## config.mk

```make
export PLATFORM = sky130hd
export DESIGN_NAME = seq_alu_flat
export DESIGN_NICKNAME = d
export VERILOG_FILES = /design/src/rtl/seq_alu_if.sv /design/src/rtl/seq_alu.sv /design/src/flat_wrapper.sv
export SDC_FILE = /design/constraint.sdc
export NUM_CORES = 1
export LEC_CHECK = 0
export CAP_MARGIN = 0
export CORE_ASPECT_RATIO = 1.4
export CORE_MARGIN = 5
export CORE_UTILIZATION = 40
export DETAILED_ROUTE_END_ITERATION = 6
export PLACE_DENSITY = 0.66
export SLEW_MARGIN = 15
export SYNTH_ARGS = -nofsm -noshare
export SYNTH_HDL_FRONTEND = slang
export SYNTH_SLANG_ARGS = --single-unit
```

## constraint.sdc

```tcl
create_clock -name clk -period 5.1 [get_ports clk]
set_input_delay 1.275 -clock clk [delete_from_list [all_inputs] [get_ports clk]]
set_output_delay 1.275 -clock clk [all_outputs]
set_load 0.005 [all_outputs]
```

## src/rtl/seq_alu_if.sv

```systemverilog
// rtl/seq_alu_if.sv - operand/result handshake bundle for seq_alu (ovf present when SEQ_ALU_OVF_EN is defined)
interface seq_alu_if #(
   parameter int WIDTH = 32
);
   logic             in_valid;
   logic             in_ready;
   logic [3:0]       ALUC;
   logic [WIDTH-1:0] ALUIN1;
   logic [WIDTH-1:0] ALUIN2;
   logic             out_valid;
   logic             out_ready;
   logic [WIDTH-1:0] ALU_OUT;
   logic             Zero;
   logic             illegal;
`ifdef SEQ_ALU_OVF_EN
   logic             ovf;
`endif

   // upstream stage / result consumer side
   modport master (
      output in_valid, ALUC, ALUIN1, ALUIN2, out_ready,
`ifdef SEQ_ALU_OVF_EN
      input  ovf,
`endif
      input  in_ready, out_valid, ALU_OUT, Zero, illegal
   );

   // ALU side
   modport slave (
      input  in_valid, ALUC, ALUIN1, ALUIN2, out_ready,
`ifdef SEQ_ALU_OVF_EN
      output ovf,
`endif
      output in_ready, out_valid, ALU_OUT, Zero, illegal
   );
endinterface

```

## src/rtl/seq_alu.sv

```systemverilog
// rtl/seq_alu.sv - handshaked ALU, 1-cycle logic/arith ops, iterative shift-add MUL; SEQ_ALU_OVF_EN adds ovf
module seq_alu #(
   parameter int WIDTH = 32
) (
   input  logic     clk,
   input  logic     rst_n,
   seq_alu_if.slave bus
);
   localparam int CNT_W = $clog2(WIDTH) + 1;
`ifdef SEQ_ALU_OVF_EN
   // full product is kept so the upper half can flag MUL overflow
   localparam int ACC_W = 2 * WIDTH;
`else
   localparam int ACC_W = WIDTH;
`endif

   localparam logic [3:0] OP_AND   = 4'b0000;
   localparam logic [3:0] OP_OR    = 4'b0001;
   localparam logic [3:0] OP_ADD   = 4'b0010;
   localparam logic [3:0] OP_MUL   = 4'b0011;
   localparam logic [3:0] OP_SLL   = 4'b0100;
   localparam logic [3:0] OP_SRL   = 4'b0101;
   localparam logic [3:0] OP_SUB   = 4'b0110;
   localparam logic [3:0] OP_SLT   = 4'b0111;
   localparam logic [3:0] OP_CMPEQ = 4'b1000;
   localparam logic [3:0] OP_CMPNE = 4'b1100;

   typedef enum logic [1:0] {IDLE, MUL, DONE} state_t;

   state_t           state;
   logic             ready_q;
   logic             valid_q;
   logic [WIDTH-1:0] res_q;
   logic             zero_q;
   logic             illegal_q;
   logic [ACC_W-1:0] acc;
   logic [ACC_W-1:0] mcand;
   logic [WIDTH-1:0] mplier;
   logic [CNT_W-1:0] cnt;

   logic [WIDTH-1:0] a;
   logic [WIDTH-1:0] b;
   logic [WIDTH-1:0] sum;
   logic [WIDTH-1:0] diff;
   logic [CNT_W-2:0] shamt;
   logic             slt;
   logic [WIDTH-1:0] sc_res;
   logic             sc_zero;
   logic             sc_illegal;
   logic [ACC_W-1:0] next_acc;

   assign a     = bus.ALUIN1;
   assign b     = bus.ALUIN2;
   assign sum   = a + b;
   assign diff  = a - b;
   assign shamt = b[CNT_W-2:0];
   assign slt   = $signed(a) < $signed(b);

   // one shift-add step: accumulate the multiplicand when the multiplier LSB is set
   assign next_acc = acc + (mplier[0] ? mcand : '0);

   // single-cycle result and its flags, evaluated on the presented operands
   always_comb begin
      sc_res     = '0;
      sc_illegal = 1'b0;
      case (bus.ALUC)
         OP_AND:   sc_res = a & b;
         OP_OR:    sc_res = a | b;
         OP_ADD:   sc_res = sum;
         OP_SUB:   sc_res = diff;
         OP_SLT:   sc_res = {{(WIDTH-1){1'b0}}, slt};
         OP_SLL:   sc_res = a << shamt;
         OP_SRL:   sc_res = a >> shamt;
         OP_CMPEQ: sc_res = diff;
         OP_CMPNE: sc_res = diff;
         OP_MUL:   sc_res = '0;
         default:  sc_illegal = 1'b1;
      endcase
      // CMPNE inverts the sense so Zero reads as "condition true"
      sc_zero = (bus.ALUC == OP_CMPNE) ? (sc_res != '0) : (sc_res == '0);
   end

`ifdef SEQ_ALU_OVF_EN
   logic sc_ovf;
   logic ovf_q;

   // signed overflow: operands agree in sign (ADD) or differ (SUB/CMP) and the result sign flips
   always_comb begin
      sc_ovf = 1'b0;
      case (bus.ALUC)
         OP_ADD:
            sc_ovf = (a[WIDTH-1] == b[WIDTH-1]) && (sum[WIDTH-1] != a[WIDTH-1]);
         OP_SUB, OP_CMPEQ, OP_CMPNE:
            sc_ovf = (a[WIDTH-1] != b[WIDTH-1]) && (diff[WIDTH-1] != a[WIDTH-1]);
         default:
            sc_ovf = 1'b0;
      endcase
   end

   assign bus.ovf = ovf_q;
`endif

   // control FSM with all handshake and result outputs registered
   always_ff @(posedge clk or negedge rst_n) begin
      if (!rst_n) begin
         state     <= IDLE;
         ready_q   <= 1'b1;
         valid_q   <= 1'b0;
         res_q     <= '0;
         zero_q    <= 1'b0;
         illegal_q <= 1'b0;
         acc       <= '0;
         mcand     <= '0;
         mplier    <= '0;
         cnt       <= '0;
`ifdef SEQ_ALU_OVF_EN
         ovf_q     <= 1'b0;
`endif
      end else begin
         case (state)
            IDLE: begin
               if (bus.in_valid) begin
                  ready_q <= 1'b0;
                  if (bus.ALUC == OP_MUL) begin
                     mcand  <= ACC_W'(a);
                     mplier <= b;
                     acc    <= '0;
                     cnt    <= CNT_W'(WIDTH);
                     state  <= MUL;
                  end else begin
                     res_q     <= sc_res;
                     zero_q    <= sc_zero;
                     illegal_q <= sc_illegal;
`ifdef SEQ_ALU_OVF_EN
                     ovf_q     <= sc_ovf;
`endif
                     valid_q   <= 1'b1;
                     state     <= DONE;
                  end
               end
            end
            MUL: begin
               acc    <= next_acc;
               mcand  <= mcand << 1;
               mplier <= mplier >> 1;
               cnt    <= cnt - 1'b1;
               // the final step lands directly in DONE so acceptance-to-valid is WIDTH+1 edges
               if (cnt == CNT_W'(1)) begin
                  res_q     <= next_acc[WIDTH-1:0];
                  zero_q    <= (next_acc[WIDTH-1:0] == '0);
                  illegal_q <= 1'b0;
`ifdef SEQ_ALU_OVF_EN
                  ovf_q     <= |next_acc[ACC_W-1:WIDTH];
`endif
                  valid_q   <= 1'b1;
                  state     <= DONE;
               end
            end
            DONE: begin
               if (bus.out_ready) begin
                  valid_q <= 1'b0;
                  ready_q <= 1'b1;
                  state   <= IDLE;
               end
            end
            default: begin
               state   <= IDLE;
               ready_q <= 1'b1;
               valid_q <= 1'b0;
            end
         endcase
      end
   end

   assign bus.in_ready  = ready_q;
   assign bus.out_valid = valid_q;
   assign bus.ALU_OUT   = res_q;
   assign bus.Zero      = zero_q;
   assign bus.illegal   = illegal_q;
endmodule

```

## src/flat_wrapper.sv

```systemverilog
// flat-port wrapper written by rule: the top's interface ports become plain ports
module seq_alu_flat 
#(
   parameter int WIDTH = 32
)
  (clk, rst_n, bus_in_valid, bus_ALUC, bus_ALUIN1, bus_ALUIN2, bus_out_ready, bus_in_ready, bus_out_valid, bus_ALU_OUT, bus_Zero, bus_illegal);
  seq_alu_if #(.WIDTH(WIDTH)) bus_i ();
  input  logic clk;
  input  logic rst_n;
  input wire logic [$bits(bus_i.in_valid)-1:0] bus_in_valid;
  input wire logic [$bits(bus_i.ALUC)-1:0] bus_ALUC;
  input wire logic [$bits(bus_i.ALUIN1)-1:0] bus_ALUIN1;
  input wire logic [$bits(bus_i.ALUIN2)-1:0] bus_ALUIN2;
  input wire logic [$bits(bus_i.out_ready)-1:0] bus_out_ready;
  output wire logic [$bits(bus_i.in_ready)-1:0] bus_in_ready;
  output wire logic [$bits(bus_i.out_valid)-1:0] bus_out_valid;
  output wire logic [$bits(bus_i.ALU_OUT)-1:0] bus_ALU_OUT;
  output wire logic [$bits(bus_i.Zero)-1:0] bus_Zero;
  output wire logic [$bits(bus_i.illegal)-1:0] bus_illegal;
  assign bus_i.in_valid = bus_in_valid;
  assign bus_i.ALUC = bus_ALUC;
  assign bus_i.ALUIN1 = bus_ALUIN1;
  assign bus_i.ALUIN2 = bus_ALUIN2;
  assign bus_i.out_ready = bus_out_ready;
  assign bus_in_ready = bus_i.in_ready;
  assign bus_out_valid = bus_i.out_valid;
  assign bus_ALU_OUT = bus_i.ALU_OUT;
  assign bus_Zero = bus_i.Zero;
  assign bus_illegal = bus_i.illegal;
  seq_alu #(.WIDTH(WIDTH)) u_core (.clk(clk), .rst_n(rst_n), .bus(bus_i));
endmodule
```

Word level (Yosys, flattened, before mapping)
Cells that the tools add are included.
{"block": "totals", "ff_bits": 140, "latchBits": 0, "wordCells": 91, "mem_count": 0, "out_inout_bits": 36, "mem_bits_ro": 0, "inputBits": 72, "ram_bits": 0}
{"block": "classes", "add_sub_neg": 4, "bitwise_logic": 3, "reduce_logical": 13, "n_mul": 0, "muxes": 41, "shift": 2, "n_div": 0, "n_eq_ne": 17, "n_lt_le_gt_ge": 1}
{"op": "$mux W32", "count": 10}
{"op": "$pmux W32 S2", "count": 4}
{"op": "$pmux W32 S7", "count": 1}
{"op": "$add A32 B32 Y32", "count": 2}
{"op": "$logic_not A32 Y1", "count": 2}
{"op": "$and A32 B32 Y32", "count": 1}
{"op": "$lt A32 B32 Y1", "count": 1}
{"op": "$or A32 B32 Y32", "count": 1}
{"op": "$reduce_bool A32 Y1", "count": 1}
{"op": "$shl A32 B5 Y32", "count": 1}
{"op": "$shr A32 B5 Y32", "count": 1}
{"op": "$sub A32 B32 Y32", "count": 1}
{"op": "$eq A4 B3 Y1 const B", "count": 4}
{"op": "$mux W1", "count": 14}
{"op": "$mux W6", "count": 2}
{"op": "$pmux W6 S2", "count": 1}
{"op": "$reduce_and A3 Y1", "count": 3}
{"op": "$reduce_or A9 Y1", "count": 1}
{"op": "$eq A4 B2 Y1 const B", "count": 2}
{"op": "$eq A4 B4 Y1 const B", "count": 2}
{"op": "$mux W2", "count": 4}
{"op": "$reduce_and A4 Y1", "count": 2}
{"op": "$eq A6 B1 Y1 const B", "count": 1}
{"op": "$ne A2 B2 Y1 const B", "count": 3}
{"op": "other kinds (13)", "count": 16}

Longest topological paths before layout
{"block": "logic_depth", "depth_word": 8, "ltp_mapped": 18, "ltp_nobuf": 15}

Worst setup path before layout
No wires, ideal clock.
{"block": "synth_timing", "kind": "input to register", "from": "input bus_ALUIN2[1]", "to": "register u_core.zero_q, in the netlist u_core.bus.Zero", "setup_time_ns": 0.124, "arrival_time_ns": 4.846, "path_slack_ns": 0.130, "n_path_buf": 3, "path_stages": 17, "t_required_ns": 4.976, "path_cell_list": "inv_1 > buf_2 > buf_2 > buf_1 > fa_1 > nor2b_1 > o31a_1 > o2111ai_1 > a211oi_1 > a211oi_1 > xnor2_1 > a211o_1 > nor4b_1 > nand4_1 > nor2_1 > o31a_1 > nand2_1"}
{"block": "synth_via", "elab_chain_len": 7, "elab_cells_between_ends": 14, "classes_between": "add/sub (2); order compare (1); shift (2); mux (5); bitwise (2); reduce/logical (2)"}
{"item": "start: declaration", "line": "flat_wrapper.sv:13", "text": "input wire logic [$bits(bus_i.ALUIN2)-1:0] bus_ALUIN2;"}
{"item": "$sub A32 B32 Y32, or another cell as far along", "line": "seq_alu.sv:55", "text": "assign diff = a - b;"}
{"item": "$pmux W32 S7 *", "line": "seq_alu.sv:66", "text": "case (bus.ALUC)"}
{"item": "$logic_not A32 Y1 or $reduce_bool A32 Y1 (tied branches)", "line": "seq_alu.sv:80", "text": "sc_zero = (bus.ALUC == OP_CMPNE) ? (sc_res != '0) : (sc_res == '0);"}
{"item": "$mux W1 *", "line": "seq_alu.sv:80"}
{"item": "$mux W1 *", "line": "seq_alu.sv:124", "text": "if (bus.ALUC == OP_MUL) begin"}
{"item": "$mux W1 *", "line": "seq_alu.sv:122", "text": "if (bus.in_valid) begin"}
{"item": "$pmux W1 S2 *", "line": "seq_alu.sv:120", "text": "case (state)"}
{"item": "end signal: assignment", "line": "seq_alu.sv:132", "text": "zero_q <= sc_zero;"}
{"item": "end signal: assignment", "line": "seq_alu.sv:150", "text": "zero_q <= (next_acc[WIDTH-1:0] == '0);"}
{"item": "end: declaration", "line": "seq_alu.sv:34", "text": "logic zero_q;"}
Every way passes the cells marked *; elsewhere a longest branch is shown, timed or not. The select of a mux whose other input is x is not followed.
A chain may end at the register's enable or synchronous reset.

Worst setup path in the final report
{"block": "layout_timing", "from": "input bus_ALUIN1[3]", "to": "register u_core.zero_q, in the netlist u_core.bus.Zero"}
{"block": "layout_via", "elab_chain_len": 7, "elab_cells_between_ends": 14, "classes_between": "add/sub (2); order compare (1); shift (2); mux (5); bitwise (2); reduce/logical (2)"}
{"item": "start: declaration", "line": "flat_wrapper.sv:12", "text": "input wire logic [$bits(bus_i.ALUIN1)-1:0] bus_ALUIN1;"}
{"item": "$sub A32 B32 Y32, or another cell as far along", "line": "seq_alu.sv:55"}
{"item": "$pmux W32 S7 *", "line": "seq_alu.sv:66"}
{"item": "$logic_not A32 Y1 or $reduce_bool A32 Y1 (tied branches)", "line": "seq_alu.sv:80"}
{"item": "$mux W1 *", "line": "seq_alu.sv:80"}
{"item": "$mux W1 *", "line": "seq_alu.sv:124"}
{"item": "$mux W1 *", "line": "seq_alu.sv:122"}
{"item": "$pmux W1 S2 *", "line": "seq_alu.sv:120"}
Marks and branches as above.

==> impl_metrics.toml <==
[routing]
vias = 20500
dr.first_iter.drc_count = 1817
routed_wl_um = 91500
ant_nets = 0
wl_per_cell_um = 27.5
vias_per_cell = 6.15
drt_first_pass_iters = 5
drc = 0

[die]
die_h_um = 256
die_w_um = 186
start_util_pct = 40.3
coreArea_mm2 = 0.0429
rows = 90
ioPinCount = 108
dieArea_mm2 = 0.0476

[critical_path]
cp-start-kind = "input pin"
crit_required_ps = 5450
endpoint_kind = "flip-flop"
crit_type = "in2reg"
max_stage_delay_ps = 630
critical_path_arrival_ps = 5320
cp_cell_sequence = "clkdlybuf4s50_1 -> inv_1 -> ha_1 -> buf_4 -> inv_1 -> buf_4 -> nor4_1 -> or4_1 -> a31o_2 -> xnor2_1 -> a221oi_1 -> nand4_1 -> nor4_1 -> nand4_1 -> nor2_2 -> o31a_1 -> nand2_1"
cp_max_fo = 7
cp_slowest_cell = "clkdlybuf4s50_1"

[pwr]
p_leak_nw = 11.1
p_per_area_mw_per_mm2 = 341
vdd_drop_max_mv = 0.250

[sta]
fin_setup_tns_ps = 0
relSlewSlack_pct = 31.3
fin_crit_sh_pct = 97.5
finalMaxSlewViolations = 0
hold_viol = 0
finClkSkew_ps = 22.2
setup_viol = 0
worst_pin_slew_ps = 1020
fin_crit_ps = 4970
rsz0062_at_grt = "no"
fmax_mhz = 201

[logic_synthesis]
synthTopCellsByCount = "nand2_1 (306), nor2_1 (216), ha_1 (142), dfrtp_1 (139), a21oi_1 (134)"
synth_top_area_cell = "dfrtp_1"
synth-edff-count = 0
netlist.area_leader.share_pct = 20.1
ys_seq_area_share_pct = 20.3
ys_ff_latch = 140
ys.warnings.count = 0
synthFlopType = "dfrtp_1"
yosys-top-cells-area = "dfrtp_1 (20%), ha_1 (10%), nand2_1 (6.6%), mux4_2 (6.0%), nor2_1 (4.7%)"
syn_inst = 2225
syn_area_per_cell_um2 = 7.78
synth-async-reset-ratio_pct = 100
synth_cell_types = 85
netlist_area_mm2 = 0.0173
synth.most_common_cell = "nand2_1"
syn_nets = 2442

[global_route]
grt_max_degree = 82
grt_pass1_wl_um = 132000
antenna_found_initial = 2
overflow = 0
grt_pass1_vias = 20600
grtUsageTotal_pct = 37.5

[layout]
drive_gt1_share_pct = 26.2
fin_nets = 2981
register_area_mm2 = 0.00350
num_antenna_cells = 0
syn_to_final_growth_pct = 36.5
fill_cells = 4061
final_cells = 3329
finalInstanceArea_mm2 = 0.0236
multi_input_comb_area_mm2 = 0.0127

[flow_run]
cap_violations = 0

[clock_tree]
cts_tree = "built"
clk_latency_ps = 480
clock_sinks = 140
clk_pin_slew_ps = 70
ctsHtreeMaxLevel = 4
clockRootBuffer = "clkbuf_16"
hold_buffers = 0
cts_buffers = 17
post-cts-setup-buffer-count = 0
clockBufferDepth = 2

[place]
place_area_mm2 = 0.0229
dp_hpwl_um = 75500
gp_congestion = 1.06
dpl.cell_count = 3297
portBuffers = 107

[run_status]
status = "completed"

[hold_path]
hp-class = "reg2reg"
[timing repair]
item                                    in CTS  in global routing
resized for setup                            2                  8
endpoints found under the setup margin       2                  3
cloned                                       0                  0
[flip-flops by register name (all words and copies together) (netlist names)]
name and flops:
u_core.mplier 32, u_core.bus.out_valid 1, u_core.cnt 6, u_core.acc 32, u_core.bus.illegal 1, u_core.bus.Zero 1
u_core.state 2, u_core.mcand 32, u_core.bus.ALU_OUT 32, u_core.bus.in_ready 1
[power by group]
part	leakage, nW	switching, mW	internal, mW
registers	1.71	0.344	1.61
clock network	0.334	0.589	0.942
logic	9.01	2.52	2.04
[final timing paths]
kind,from,end,slack [ps],depth (start not counted)
min in group asynchronous,rst_n,u_core.mplier[14]$_DFFE_PN0P_,870,1
hold / removal,u_core.bus.ALU_OUT[14]$_DFFE_PN0P_,u_core.bus.ALU_OUT[14]$_DFFE_PN0P_,480,2
hold reg to reg,u_core.bus.ALU_OUT[14]$_DFFE_PN0P_,u_core.bus.ALU_OUT[14]$_DFFE_PN0P_,480,2
max in group asynchronous,rst_n,u_core.bus.ALU_OUT[15]$_DFFE_PN0P_,3210,2
setup reg to reg,u_core.mplier[0]$_DFFE_PN0P_,u_core.bus.Zero$_DFFE_PN0P_,670,18
setup / recovery,bus_ALUIN1[3],u_core.bus.Zero$_DFFE_PN0P_,130,17
[stage by stage]
step                      hold slack (ps)  setup slack, ps  power, mW  utilization (%)
after floorplan                       452              130       4.48                -
after global placement                462             -678       6.32             53.3
after detailed placement              470             -616       6.43             53.3
after CTS                             483             2.20       8.00             55.0
after global routing                  494             13.7       8.53             55.0
final                                 478              127       8.05             55.0
[worst max-delay path: cells and delay by family]
family          cells  cell delay [ps]
compound gates      3              960
xor+xnor            1              120
fa+ha+maj           1              300
buf+inv             5             1160
simple gates        7             1500
[layer usage]
metal	wire length, µm	global-route usage, %	share of wire [%]	vias up
met5	20	0	0.022	-
met4	7770	25.2	8.5	2
met3	5630	6.35	6.2	323
met2	44500	64.1	49	1041
met1	33600	42.0	37	9867
li1	-	-	-	9229
[cell usage in the layout, fill, tap and decap left out, drive strengths merged, types with 26 or more instances in the layout]
cell type,synthesis,final
mux2,35,35
nor3,36,36
nand2,306,306
a211oi,34,34
dfrtp,139,139
inv,124,130
clkdlybuf4s50,0,102
mux2i,66,66
o21ai,112,112
nand4,28,28
a21oi,134,134
and2,48,48
a21o,45,45
nand3,35,35
nor2,216,216
mux4,52,52
xnor2,36,36
a31oi,77,77
buf,42,573
o22ai,26,26
ha,142,142
[cells by family (layout without fill, tap and decap cells)]
kind of cell    after synthesis  in the layout  share of synthesized area (%)
fa+ha+maj                   145            145                           10.6
flops                       140            140                           20.3
xor+xnor                     46             46                           2.33
compound gates              659            659                           25.7
buf+inv                     279            831                           6.57
mux                         153            153                           13.0
simple gates                803            803                           21.6
[final cells by class]
class / count / area share (%)
multi-input combinational: 1806 / 53.9
timing repair buffer: 675 / 23.4
sequential: 140 / 14.8
tap: 552 / 2.92
inverter: 124 / 1.97
clock buffer: 18 / 1.86
clock inverter: 14 / 1.06
Note: power is estimated with default switching activity, not from simulation.
